$ cat config.mk
export PLATFORM = sky130hd
export DESIGN_NAME = wb_arbiter
export DESIGN_NICKNAME = d
export VERILOG_FILES = /design/src/rtl/wb_pkg.sv /design/src/rtl/wb_arbiter_rr_pick.sv /design/src/rtl/wb_arbiter.sv
export SDC_FILE = /design/constraint.sdc
export NUM_CORES = 1
export LEC_CHECK = 0
export ABC_AREA = 1
export BUFFER_PORTS_ARGS = -buffer_cell sky130_fd_sc_hd__buf_2
export CAP_MARGIN = 25
export CORE_ASPECT_RATIO = 1.1
export CORE_UTILIZATION = 55
export DETAILED_ROUTE_END_ITERATION = 16
export PLACE_DENSITY = 0.85
export SLEW_MARGIN = 20
export SYNTH_ARGS = -nofsm -noshare
export SYNTH_HDL_FRONTEND = slang
export SYNTH_SLANG_ARGS = --single-unit
$ cat constraint.sdc
create_clock -name clk -period 5.98 [get_ports clk]
set_input_delay 1.495 -clock clk [delete_from_list [all_inputs] [get_ports clk]]
set_output_delay 1.495 -clock clk [all_outputs]
set_load 0.01 [all_outputs]
$ cat src/rtl/wb_pkg.sv
// Shared definitions for the write-back arbiter: functional-unit indices,
// default widths and the per-FU result slot record.
package wb_pkg;

  localparam int NUM_FU_DEF = 5;
  localparam int DW_DEF     = 32;
  localparam int AW_DEF     = 5;

  localparam int FU_ALU  = 0;
  localparam int FU_MEM  = 1;
  localparam int FU_MUL  = 2;
  localparam int FU_DIV  = 3;
  localparam int FU_JUMP = 4;

  typedef struct packed {
    logic              full;
    logic [AW_DEF-1:0] rd;
    logic [DW_DEF-1:0] data;
  } slot_t;

endpackage

$ cat src/rtl/wb_arbiter_rr_pick.sv
// Round-robin priority picker: grants the first requester found searching
// upward from ptr_i, wrapping around N.
module rr_pick #(
  parameter int N  = 5,
  parameter int PW = $clog2(N)
) (
  input  logic [N-1:0]  req_i,
  input  logic [PW-1:0] ptr_i,
  output logic [N-1:0]  gnt_o,
  output logic [PW-1:0] idx_o
);

  int   j;
  logic found;

  always_comb begin
    gnt_o = '0;
    idx_o = '0;
    found = 1'b0;
    j     = 0;
    for (int k = 0; k < N; k++) begin
      j = int'(ptr_i) + k;
      if (j >= N) j = j - N;
      if (!found && req_i[j]) begin
        found    = 1'b1;
        gnt_o[j] = 1'b1;
        idx_o    = PW'(j);
      end
    end
  end

endmodule

$ cat src/rtl/wb_arbiter.sv
// Write-back arbiter: buffers one result per functional unit and retires one
// register-file write per cycle in round-robin order.
module wb_arbiter
  import wb_pkg::*;
#(
  parameter int NUM_FU = NUM_FU_DEF,
  parameter int DW     = DW_DEF,
  parameter int AW     = AW_DEF
) (
  input  logic               clk,
  input  logic               rst_n,
  input  logic [NUM_FU-1:0]  res_valid,
  input  logic [NUM_FU*AW-1:0] res_rd,
  input  logic [NUM_FU*DW-1:0] res_data,
  output logic [NUM_FU-1:0]  res_ready,
  input  logic               wb_stall,
  output logic               wb_we,
  output logic [AW-1:0]      wb_rd,
  output logic [DW-1:0]      wb_data,
  output logic [NUM_FU-1:0]  wb_fu,
  output logic [NUM_FU-1:0]  fu_release,
  output logic [2:0]         pend_cnt
);

  localparam int PW = $clog2(NUM_FU);

  slot_t             slot_q [NUM_FU];
  slot_t             slot_d [NUM_FU];
  logic [NUM_FU-1:0] full;
  logic [NUM_FU-1:0] req;
  logic [NUM_FU-1:0] gnt;
  logic [PW-1:0]     gnt_idx;
  logic              gnt_any;
  logic [PW-1:0]     rr_ptr_q, rr_ptr_d;
  logic              wb_we_q, wb_we_d;
  logic [AW-1:0]     wb_rd_q, wb_rd_d;
  logic [DW-1:0]     wb_data_q, wb_data_d;
  logic [NUM_FU-1:0] wb_fu_q, wb_fu_d;
  logic [NUM_FU-1:0] rel_q, rel_d;
  logic [2:0]        pend_q, pend_d;

  always_comb begin
    full = '0;
    for (int i = 0; i < NUM_FU; i++) full[i] = slot_q[i].full;
  end

  // A stalled write port grants nothing, which also blocks same-cycle refill.
  assign req       = wb_stall ? '0 : full;
  assign gnt_any   = |gnt;
  assign res_ready = ~full | gnt;

  rr_pick #(.N(NUM_FU), .PW(PW)) u_pick (
    .req_i (req),
    .ptr_i (rr_ptr_q),
    .gnt_o (gnt),
    .idx_o (gnt_idx)
  );

  // Drain first, then load, so a same-edge refill keeps the slot full.
  always_comb begin
    slot_d = slot_q;
    pend_d = '0;
    for (int i = 0; i < NUM_FU; i++) begin
      if (gnt[i]) slot_d[i].full = 1'b0;
      if (res_valid[i] && res_ready[i]) begin
        slot_d[i].full = 1'b1;
        slot_d[i].rd   = res_rd[i*AW +: AW];
        slot_d[i].data = res_data[i*DW +: DW];
      end
      pend_d = pend_d + 3'(slot_d[i].full);
    end
  end

  always_comb begin
    wb_we_d   = wb_we_q;
    wb_rd_d   = wb_rd_q;
    wb_data_d = wb_data_q;
    wb_fu_d   = wb_fu_q;
    rel_d     = '0;
    rr_ptr_d  = rr_ptr_q;
    if (gnt_any) begin
      wb_rd_d   = slot_q[gnt_idx].rd;
      wb_data_d = slot_q[gnt_idx].data;
      wb_we_d   = (slot_q[gnt_idx].rd != '0);
      wb_fu_d   = gnt;
      rel_d     = gnt;
      rr_ptr_d  = (gnt_idx == PW'(NUM_FU - 1)) ? '0 : gnt_idx + 1'b1;
    end else if (!wb_stall) begin
      wb_we_d = 1'b0;
      wb_fu_d = '0;
    end
  end

  always_ff @(posedge clk) begin
    if (!rst_n) begin
      for (int i = 0; i < NUM_FU; i++) slot_q[i] <= '0;
      rr_ptr_q  <= '0;
      wb_we_q   <= 1'b0;
      wb_rd_q   <= '0;
      wb_data_q <= '0;
      wb_fu_q   <= '0;
      rel_q     <= '0;
      pend_q    <= '0;
    end else begin
      slot_q    <= slot_d;
      rr_ptr_q  <= rr_ptr_d;
      wb_we_q   <= wb_we_d;
      wb_rd_q   <= wb_rd_d;
      wb_data_q <= wb_data_d;
      wb_fu_q   <= wb_fu_d;
      rel_q     <= rel_d;
      pend_q    <= pend_d;
    end
  end

  assign wb_we      = wb_we_q;
  assign wb_rd      = wb_rd_q;
  assign wb_data    = wb_data_q;
  assign wb_fu      = wb_fu_q;
  assign fu_release = rel_q;
  assign pend_cnt   = pend_q;

endmodule

---- After elaboration in Yosys (flattened, before gate mapping) ----
Index checks and enable logic that the tools add are counted.
storage, ports and cells
  bits in registers ....................... 244
  input bits .............................. 193
  output and inout port bits .............. 56
operators by class
  add/subtract/negate cells ............... 14
  bitwise operators ....................... 7
  order comparisons ....................... 16
  multiplexer cells ....................... 63
  eq/ne operators ......................... 2
  reduce and logical (&&, ||, !) cells .... 21
operators with widths
  cell                     count
  $mux W38                 5
  $ge A32 B1 Y1 const B    5
  $lt A32 B5 Y1 const B    5
  $mux W32                 5
  $ge A32 B4 Y1 const B    4
  $sub A32 B4 Y32 const B  4
  $bmux W38 S3             1
  $mux W37                 2
  $mux W5                  8
  $mux W1                  26
  $or A5 B5 Y5             5
  $mux W3                  6
  $bmux W1 S3              5
  $demux W1 S3             5
  $logic_and A1 B1 Y1      14
  $add A3 B2 Y4 const B    2
  $add A3 B1 Y3            2
  $not A5 Y5               1
  $reduce_bool A5 Y1       1
  $reduce_or A5 Y1         1
  $add A3 B1 Y4 const B    1
  $add A3 B3 Y4 const B    1
  $ge A4 B4 Y1 const B     1
  $logic_not A1 Y1         4
  other kinds (9)          9

---- Depth between registers and ports, before layout ----
Gate-level depths: netlist of the first run.
  word-level depth ........................ 25
  mapped depth ............................ 30

---- Cells and area by module ----
From an unflattened synthesis of the first run, not the netlist that was laid out.
second synthesis, totals
  cells, all modules ...................... 1661
  area, all modules ....................... 11674.9 um^2
by module, submodules not included
  module      area each (um^2)  times used  cells each
  wb_arbiter  9967.1            1           1342
  rr_pick     1707.9            1           319

---- Least setup slack after synthesis of the first run ----
No wires, ideal clock.
  path type ............................... in2out
  start point ............................. input port wb_stall
  end point ............................... output port res_ready[3]
  buffers on the path ..................... 1
  cell stages on the path ................. 17
  slack ................................... 1.467 ns
  data arrival time ....................... 3.018 ns
  data required time ...................... 4.485 ns
  cell sequence ........................... buf_2 inv_1 nand2_1 inv_1 nand3_1 nand2_1 nand2_1 nand3_2 nor2_4 nand2_2 nor2_4 nand2_2 nor2_4 nand2_1 nand4_1 inv_2 nand2_4
between the ends
  longest elaborated chain between the ends .. 18
ends and longest elaborated chain
  what                                        RTL line                  source
  start, declared                             wb_arbiter.sv:16          input logic wb_stall,
  $mux W5 (*)                                 wb_arbiter.sv:48          assign req = wb_stall ? '0 : full;
  $bmux W1 S3                                 wb_arbiter_rr_pick.sv:24  if (!found && req_i[j]) begin
  $mux W1 (implied by the code) (2 in a row)  wb_arbiter_rr_pick.sv:24
  $mux W1                                     wb_arbiter_rr_pick.sv:24
  $logic_not A1 Y1                            wb_arbiter_rr_pick.sv:24
  $logic_and A1 B1 Y1                         wb_arbiter_rr_pick.sv:24
  $mux W1                                     wb_arbiter_rr_pick.sv:24
  $logic_not A1 Y1                            wb_arbiter_rr_pick.sv:24
  $logic_and A1 B1 Y1                         wb_arbiter_rr_pick.sv:24
  $mux W1                                     wb_arbiter_rr_pick.sv:24
  $logic_not A1 Y1                            wb_arbiter_rr_pick.sv:24
  $logic_and A1 B1 Y1                         wb_arbiter_rr_pick.sv:24
  $mux W1                                     wb_arbiter_rr_pick.sv:24
  $logic_not A1 Y1                            wb_arbiter_rr_pick.sv:24
  $logic_and A1 B1 Y1                         wb_arbiter_rr_pick.sv:24
  $mux W5 (*)                                 wb_arbiter_rr_pick.sv:24
  $or A5 B5 Y5 (*)                            wb_arbiter.sv:50          assign res_ready = ~full | gnt;
  end, declared                               wb_arbiter.sv:15          output logic [NUM_FU-1:0] res_ready,
Mark *: on every way between the ends. The rest lies on a longest branch, timed or not. The select of a mux whose other input is x is not followed.

---- Final worst setup path of the first run ----
  start point ............................. register rr_ptr_q[1]
  end point ............................... output port res_ready[3]
between the ends
  longest elaborated chain between the ends .. 19
ends and longest elaborated chain
  what                                                      RTL line                  source
  start, declared                                           wb_arbiter.sv:34          logic [PW-1:0] rr_ptr_q, rr_ptr_d;
  start signal, assigned                                    wb_arbiter.sv:106         rr_ptr_q <= rr_ptr_d;
  branches (longest 17 deep; another with $sub A32 B4 Y32)  n/a
  $mux W5 (*)                                               wb_arbiter_rr_pick.sv:24
  $or A5 B5 Y5 (*)                                          wb_arbiter.sv:50
Mark *: on every way between the ends. The select of a mux whose other input is x is not followed.

==> results.sh, run 1 <==
export IMPL_drv_cap=0
export IMPL_synth_seq_area_share_pct=42.2
export IMPL_dr_total_vias=11800
export IMPL_cp_start_kind="register"
export IMPL_drt_iter0_drc=1048
export IMPL_floorplan_die_area_mm2=0.0216
export IMPL_routabilityCongestion=0.948
export IMPL_hold_path_class="register to register"
export IMPL_totalWireLength_mm=34.9
export IMPL_post_cts_setup_buffers=0
export IMPL_cts_tree="yes"
export IMPL_fin_crit_sh_pct=94.0
export IMPL_dr_max_layer_used="met4"
export IMPL_n_antenna_cell=0
export IMPL_grt_overflow=0
export IMPL_fin_util_pct=66.0
export IMPL_grt_max_degree=108
export IMPL_via_per_inst=5.53
export IMPL_synthesis_nets=1891
export IMPL_ys_types=45
export IMPL_synth_area_leaders="dfxtp_1 (42%), nor2_1 (12%), o21ai_0 (12%)"
export IMPL_core_mm2=0.0206
export IMPL_clock_root_buffer="clkbuf_16"
export IMPL_detail_route_wl_per_cell_um=16.4
export IMPL_core_rowCount=55
export IMPL_end_kind="primary output"
export IMPL_syn_area_per_cell_um2=6.93
export IMPL_cts_sinks=244
export IMPL_finClkSkew_ns=0.0154
export IMPL_drc_errors=0
export IMPL_htree_levels=1
export IMPL_area_delta_synth_final_pct=17.3
export IMPL_fin_crit_ns=5.62
export IMPL_wl_met3_mm=2.86
export IMPL_path_clk_slew_ns=0.06
export IMPL_synthTopCellsByCount="nor2_1 (380), o21ai_0 (282), dfxtp_1 (244), nand2_1 (175), a21oi_1 (146)"
export IMPL_finalSetupViolCount=0
export IMPL_required_ns=4.49
export IMPL_yosysMostFrequentCell="nor2_1"
export IMPL_synth_top_area_cell="dfxtp_1"
export IMPL_yosys_area_top_type_share_pct=42.2
export IMPL_cts_made_buffers=25
export IMPL_initial_core_util_pct=56.3
export IMPL_dominantRegCellSynth="dfxtp_1"
export IMPL_first_pass_iters=5
export IMPL_status="complete, no violations"
export IMPL_synth_edf_count=0
export IMPL_holdWs_ns=0.455
export IMPL_tns_ns=0
export IMPL_worstPathMaxFanout=12
export IMPL_critPathKind="register to primary output"
export IMPL_grt_first_pass_wirelength_mm=54.1
export IMPL_port_buffers=248
export IMPL_async_flop_share_pct=0
export IMPL_nets=2076
export IMPL_max_slew_margin_pct=36.1
export IMPL_drtAntennaViolNets=0
export IMPL_groute_usage_overall_pct=31.6
export IMPL_boundaryPins=249
export IMPL_die_y_um=154
export IMPL_grt_pass1_vias=10400
export IMPL_max_freq_mhz=178
export IMPL_wl_met2_mm=15.2
export IMPL_slew_viol_final=0
export IMPL_dieWidth_um=140
export IMPL_arrival_ns=4.12
export IMPL_synth_warnings=0
export IMPL_tightest_slew_ns=0.958
export IMPL_drive_gt1_share_pct=19.3
export IMPL_dp_hpwl_mm=24.4
export IMPL_antenna_found_initial=0
export IMPL_hold_viol=0
export IMPL_cts_buffer_depth=3
export IMPL_grt_setup_unrepaired="false"
export IMPL_clk_latency_ns=0.54
export IMPL_wl_met1_mm=15.7
export IMPL_synth_cells=1672
export IMPL_syn_area_mm2=0.0116
export IMPL_ys_ff_latch=244
==> cell families after synthesis <==
kind of cell | count (synthesis) | share of synthesized area, %
simple gates | 670 | 24.2
compound gates | 488 | 21.5
flops | 244 | 42.2
buf+inv | 241 | 8.84
fa+ha+maj | 26 | 3.00
xor+xnor | 3 | 0.292
==> worst max-delay path, stage by stage, from the launching register on <==
cell	delay (ns)
dfxtp_1	0.52
inv_2	0.18
ha_1	0.27
ha_1	0.38
inv_2	0.15
nor2_2	0.07
nor2_4	0.15
nand2_2	0.09
nand2_1	0.10
nand2_1	0.15
nand2_1	0.10
nand2_1	0.05
nor2_1	0.12
nor2_2	0.07
inv_1	0.05
nand2_1	0.07
nor2_4	0.17
nand2_2	0.23
nor2_4	0.16
nand2_1	0.06
nand4_1	0.15
inv_2	0.09
nand2_4	0.08
buf_2	0.13
==> state kept, by name (all words and copies together), names as in the netlist <==
signal and cells:
wb_we 1, pend_cnt 3, fu_release 5, wb_fu 5, rr_ptr_q 3, wb_data 32
slot_q 185, full 5, wb_rd 5
==> layout make-up <==
| class | instances | area, µm² |
|---|---|---|
| inverter | 139 | 524 |
| timing repair buffer | 260 | 1350 |
| clock inverter | 9 | 96.3 |
| sequential | 244 | 4880 |
| clock buffer | 36 | 727 |
| multi-input combinational | 1187 | 5680 |
| tap | 256 | 320 |
| fill | 1803 | 6990 |
==> cells in the final DEF (no fill, tap or decap), types with 4 or more instances in the layout <==
cell type	instances
inv_1	122
buf_2	247
nor2_1	380
clkbuf_8	6
nor2_2	5
nand2_1	173
nand3_1	63
a21oi_1	146
dfxtp_1	244
ha_1	23
clkbuf_16	25
o211ai_1	7
o21ai_1	45
nor2_4	5
nand4_1	10
clkbuf_1	5
inv_2	16
buf_4	11
nand3_2	4
nand2_2	16
o21ai_0	282
==> through the flow <==
step	setup WS, ns	std cells	cell area (µm²)
after floorplan	1.47	1672	11600
after global placement	0.858	2086	12800
after detailed placement	0.806	2086	12800
after CTS	0.320	2131	13600
after global routing	0.0127	2131	13600
final	0.361	2131	13600
==> path summary, 6_finish.rpt <==
| kind | slack (ns) | endpoint | start | cells past startpoint |
|---|---|---|---|---|
| worst min-delay path | 0.45 | slot_q[1] | slot_q[1] | 2 |
| worst max register to register | 1.05 | wb_data[18] | rr_ptr_q[1] | 21 |
| worst max-delay path | 0.36 | res_ready[3] | rr_ptr_q[1] | 23 |
| worst min register to register | 0.45 | slot_q[1] | slot_q[1] | 2 |
==> routing by layer <==
metal  track usage [%]  vias to the layer above
met2              49.1                      513
met4              11.4                        0
met5                 0                        -
li1                  -                     5803
met1              44.5                     5381
met3              4.74                       92
==> repair_timing <==
item,in CTS,in global routing
hold buffers,0,0
setup endpoints to repair,0,2
gates resized for setup,0,1
Power of run 1 is left out: the tool's default activity adds up to more than one toggle a clock period on the data nets, which glitch-free logic cannot reach.
==> run 2: changes to the inputs <==
Settings changed: CORE_ASPECT_RATIO 1.1 to unset.
==> run 2 against run 1 <==
Sequential share of layout area is 0.35 points lower. Global-route usage is 1.3 points higher. Critical path depth is 2 higher. Critical path type unchanged. Largest cell class unchanged. Highest routed layer unchanged.
==> results.sh, run 2 (synthesis gave the netlist of run 1 again) <==
export IMPL_nets=2084
export IMPL_drc_errors=0
export IMPL_hold_buffers=0
export IMPL_totalWireLength_mm=36.3
export IMPL_fin_crit_sh_pct=94.2
export IMPL_slew_viol_final=0
export IMPL_finClkSkew_ns=0.0118
export IMPL_layout_commonest_cell="nor2_1"
export IMPL_boundaryPins=249
export IMPL_floorplan_die_area_mm2=0.0216
export IMPL_cts_made_buffers=27
export IMPL_dieWidth_um=147
export IMPL_htree_levels=1
export IMPL_grt_max_degree=109
export IMPL_drive_gt1_share_pct=19.7
export IMPL_cts_tree="yes"
export IMPL_cp_start_kind="register"
export IMPL_ff2ff_setup_slack_ns=1.03
export IMPL_arrival_ns=4.14
export IMPL_dp_hpwl_mm=25.4
export IMPL_grt_pass1_vias=10700
export IMPL_status="complete, no violations"
export IMPL_core_rowCount=52
export IMPL_fin_crit_ns=5.63
export IMPL_tightest_slew_ns=0.918
export IMPL_first_pass_iters=6
export IMPL_drv_cap=0
export IMPL_cts_buffer_depth=3
export IMPL_grt_first_pass_wirelength_mm=56.5
export IMPL_startpoint="rr_ptr_q[0]"
export IMPL_port_buffers=248
export IMPL_clk_latency_ns=0.55
export IMPL_largest_reg_flops=185
export IMPL_preCtsSetupSlack_ns=0.825
export IMPL_required_ns=4.49
export IMPL_clock_root_buffer="clkbuf_16"
export IMPL_drt_iter0_drc=1067
export IMPL_dr_total_vias=11900
export IMPL_hold_start="slot_q[10]"
export IMPL_max_freq_mhz=178
export IMPL_grt_overflow=0
export IMPL_fin_ws_ns=0.347
export IMPL_hold_viol=0
export IMPL_area_delta_synth_final_pct=18.5
export IMPL_critPathKind="register to primary output"
export IMPL_rr_startpoint="rr_ptr_q[0]"
export IMPL_nFillCells=1801
export IMPL_groute_usage_overall_pct=32.9
export IMPL_via_per_inst=5.54
export IMPL_initial_core_util_pct=56.7
export IMPL_routabilityCongestion=0.941
export IMPL_holdWs_ns=0.453
export IMPL_grt_setup_unrepaired="false"
export IMPL_cts_sinks=244
export IMPL_regMostFlops="slot_q"
export IMPL_finalSetupViolCount=0
export IMPL_detail_route_wl_per_cell_um=16.8
export IMPL_layout_common_cells="nor2_1 (379), o21ai_0 (282), buf_2 (247)"
export IMPL_tns_ns=0
export IMPL_drtAntennaViolNets=0
export IMPL_worstPathMaxFanout=20
export IMPL_hold_path_class="register to register"
export IMPL_die_y_um=147
export IMPL_antenna_found_initial=2
export IMPL_path_clk_slew_ns=0.06
export IMPL_core_mm2=0.0204
export IMPL_end_kind="primary output"
export IMPL_max_slew_margin_pct=38.8
[run 2: per-stage QoR]
stage | instance area (µm²) | utilization (%) | std cells
after floorplan | 11600 | - | 1672
after global placement | 12800 | 62.6 | 2102
after detailed placement | 12800 | 62.6 | 2102
after CTS | 13700 | 67.0 | 2149
after global routing | 13700 | 67.2 | 2155
final | 13700 | 67.2 | 2155
[run 2: final cells by class]
class | instances | area (µm²) | area share [%]
multi-input combinational | 1187 | 5680 | 41.4
sequential | 244 | 4890 | 35.6
timing repair buffer | 266 | 1410 | 10.3
clock buffer | 36 | 749 | 5.46
inverter | 139 | 528 | 3.85
tap | 270 | 338 | 2.46
clock inverter | 11 | 130 | 0.948
antenna | 2 | 5.00 | 0.0365
[run 2: what timing repair did]
| item | 4_1_cts | 5_1_grt |
|---|---|---|
| setup buffers | 0 | 4 |
| setup endpoints to repair | 0 | 2 |
| resized for setup | 0 | 4 |
[run 2: layer usage]
layer,part of all wire (%),track usage [%]
met1,45,48.0
met5,0,0
met3,7.8,3.76
met4,2.5,8.97
met2,45,51.2
[run 2: path summary, 6_finish.rpt]
kind | depth (start not counted) | endpoint
hold / removal | 2 | slot_q[10]
hold reg to reg | 2 | slot_q[10]
setup reg to reg | 21 | wb_data[29]
setup / recovery | 25 | res_ready[3]
[run 2: critical path, stage by stage, from the launching register on]
cell and delay [ns]:
dfxtp_1 0.33, buf_6 0.20, inv_2 0.15, ha_1 0.27, ha_1 0.44, inv_2 0.12, nor2_2 0.16, nor2_4 0.07
nand2_2 0.08, nand2_1 0.06, nand2_1 0.16, inv_1 0.06, nor2_1 0.12, nand2_1 0.08, nand2_1 0.07, nor2_2 0.05
inv_1 0.05, nand2_1 0.07, nor2_4 0.16, nand2_2 0.20, nor2_4 0.18, nand2_1 0.07, nand4_1 0.13, inv_2 0.08
nand2_4 0.08, buf_2 0.13
Power of run 2 is left out for the same reason.
==> run 3: changes to the inputs <==
--- a/config.mk
+++ b/config.mk
@@ -9,7 +9,7 @@
 export BUFFER_PORTS_ARGS = -buffer_cell sky130_fd_sc_hd__buf_2
 export CAP_MARGIN = 25
-export CORE_UTILIZATION = 55
+export CORE_UTILIZATION = 59
 export DETAILED_ROUTE_END_ITERATION = 16
-export PLACE_DENSITY = 0.85
+export PLACE_DENSITY = 0.9
 export SLEW_MARGIN = 20
 export SYNTH_ARGS = -nofsm -noshare
==> constraint.sdc (replaced) <==
create_clock -name clk -period 6.6 [get_ports clk]
set_input_delay 1.32 -clock clk [delete_from_list [all_inputs] [get_ports clk]]
set_output_delay 1.32 -clock clk [all_outputs]
set_load 0.01 [all_outputs]
==> run 3 against run 2 <==
Worst hold slack better by 0.0018 ns. Clock skew is 0.00063 ns lower. Critical path depth is 4 lower. Critical path type unchanged. Largest cell class unchanged.
==> results.sh, run 3 (synthesis gave the netlist of run 1 again) <==
export IMPL_layout_commonest_cell="nor2_1"
export IMPL_clk_latency_ns=0.54
export IMPL_cts_made_buffers=26
export IMPL_end_kind="primary output"
export IMPL_dr_total_vias=12100
export IMPL_grt_max_degree=148
export IMPL_groute_usage_overall_pct=36.1
export IMPL_via_per_inst=5.67
export IMPL_port_buffers=248
export IMPL_tns_ns=0
export IMPL_hold_buffers=0
export IMPL_reg2reg_to="wb_data[16]"
export IMPL_floorplan_die_area_mm2=0.0202
export IMPL_ff2ff_setup_slack_ns=1.44
export IMPL_largest_reg_flops=185
export IMPL_finalSetupViolCount=0
export IMPL_fin_crit_ns=5.54
export IMPL_status="complete, no violations"
export IMPL_reg2reg_depth=22
export IMPL_slew_viol_final=0
export IMPL_tightest_slew_ns=1.03
export IMPL_drt_iter0_drc=1191
export IMPL_dpl_cell_area_mm2=0.0127
export IMPL_drtAntennaViolNets=0
export IMPL_drc_errors=0
export IMPL_regMostFlops="slot_q"
export IMPL_cp_start_kind="register"
export IMPL_htree_levels=1
export IMPL_finClkSkew_ns=0.0112
export IMPL_antenna_found_initial=1
export IMPL_core_rowCount=50
export IMPL_grt_overflow=0
export IMPL_arrival_ns=4.22
export IMPL_totalWireLength_mm=37.5
export IMPL_worstPathMaxFanout=12
export IMPL_nets=2077
export IMPL_core_mm2=0.0190
export IMPL_fin_util_pct=72.1
export IMPL_hold_viol=0
export IMPL_fin_crit_sh_pct=83.9
export IMPL_critPathKind="register to primary output"
export IMPL_layout_common_cells="nor2_1 (380), o21ai_0 (282), buf_2 (247)"
export IMPL_boundaryPins=249
export IMPL_startpoint="rr_ptr_q[1]"
export IMPL_cts_buffer_depth=3
export IMPL_max_freq_mhz=181
export IMPL_multi_input_area_mm2=0.00568
export IMPL_holdWs_ns=0.455
export IMPL_design_area_mm2=0.0137
export IMPL_crit_end="res_ready[1]"
export IMPL_required_ns=5.28
export IMPL_max_slew_margin_pct=31.2
export IMPL_dp_hpwl_mm=26.1
export IMPL_grt_first_pass_wirelength_mm=57.0
export IMPL_die_y_um=142
export IMPL_cts_tree="yes"
export IMPL_cts_sinks=244
export IMPL_dieWidth_um=142
export IMPL_drv_cap=0
export IMPL_area_delta_synth_final_pct=18.0
export IMPL_detail_route_wl_per_cell_um=17.5
export IMPL_routabilityCongestion=0.961
export IMPL_nFillCells=1580
export IMPL_initial_core_util_pct=61.1
export IMPL_post_cts_setup_buffers=0
export IMPL_path_clk_slew_ns=0.06
export IMPL_first_pass_iters=6
export IMPL_grt_pass1_vias=10900
export IMPL_drive_gt1_share_pct=19.3
export IMPL_register_area_mm2=0.00488
export IMPL_clock_root_buffer="clkbuf_16"
export IMPL_cts_resized=0
export IMPL_hold_path_class="register to register"
export IMPL_rr_startpoint="rr_ptr_q[1]"
export IMPL_grt_setup_unrepaired="false"
[run 3: final cells by class]
cell class	instances	area share, %
Multi-Input combinational cell	1187	41.6
Sequential cell	244	35.7
Timing Repair Buffer	260	9.78
Clock buffer	36	5.40
Inverter	139	3.84
Tap cell	260	2.38
Clock inverter	11	1.27
Antenna cell	1	0.0183
[run 3: critical path: stages, from the launching register on]
cell     delay (ns)
dfxtp_1        0.53
inv_1          0.27
ha_1           0.29
ha_1           0.46
inv_2          0.12
nor2_2         0.18
nor2_4         0.08
nand2_2        0.08
nand2_1        0.07
nand2_1        0.20
nand2_1        0.08
nand2_1        0.08
nor2_1         0.04
nor2_2         0.15
inv_1          0.05
nand2_1        0.10
nor2_4         0.06
nand2_2        0.24
nor2_4         0.05
a21oi_2        0.27
nand2_2        0.13
buf_2          0.16
[run 3: layer usage]
layer  global-route usage [%]  vias up  share of wire (%)
li1                         -     5805                  -
met1                     52.1     5507                 43
met2                     54.5      724                 43
met3                     6.39       78                 11
met4                     11.3        0                2.7
met5                        0        -                  0
[run 3: worst min-delay path by stage]
| stage | start | endpoint | slack, ns | depth (start not counted) |
|---|---|---|---|---|
| global placement | slot_q[134] | slot_q[134] | 0.44 | 2 |
| finish | slot_q[124] | slot_q[124] | 0.45 | 2 |
| floorplan | slot_q[36] | slot_q[36] | 0.42 | 2 |
| detailed placement | slot_q[115] | slot_q[115] | 0.45 | 2 |
| global route | slot_q[124] | slot_q[124] | 0.47 | 2 |
| CTS | slot_q[115] | slot_q[115] | 0.45 | 2 |
[run 3: per-stage QoR]
step	instances	worst slack, ns
after global placement	2090	1.66
final	2138	1.06
after floorplan	1672	2.38
after detailed placement	2090	1.63
after CTS	2137	1.08
after global routing	2138	0.634
Power of run 3 is left out for the same reason.
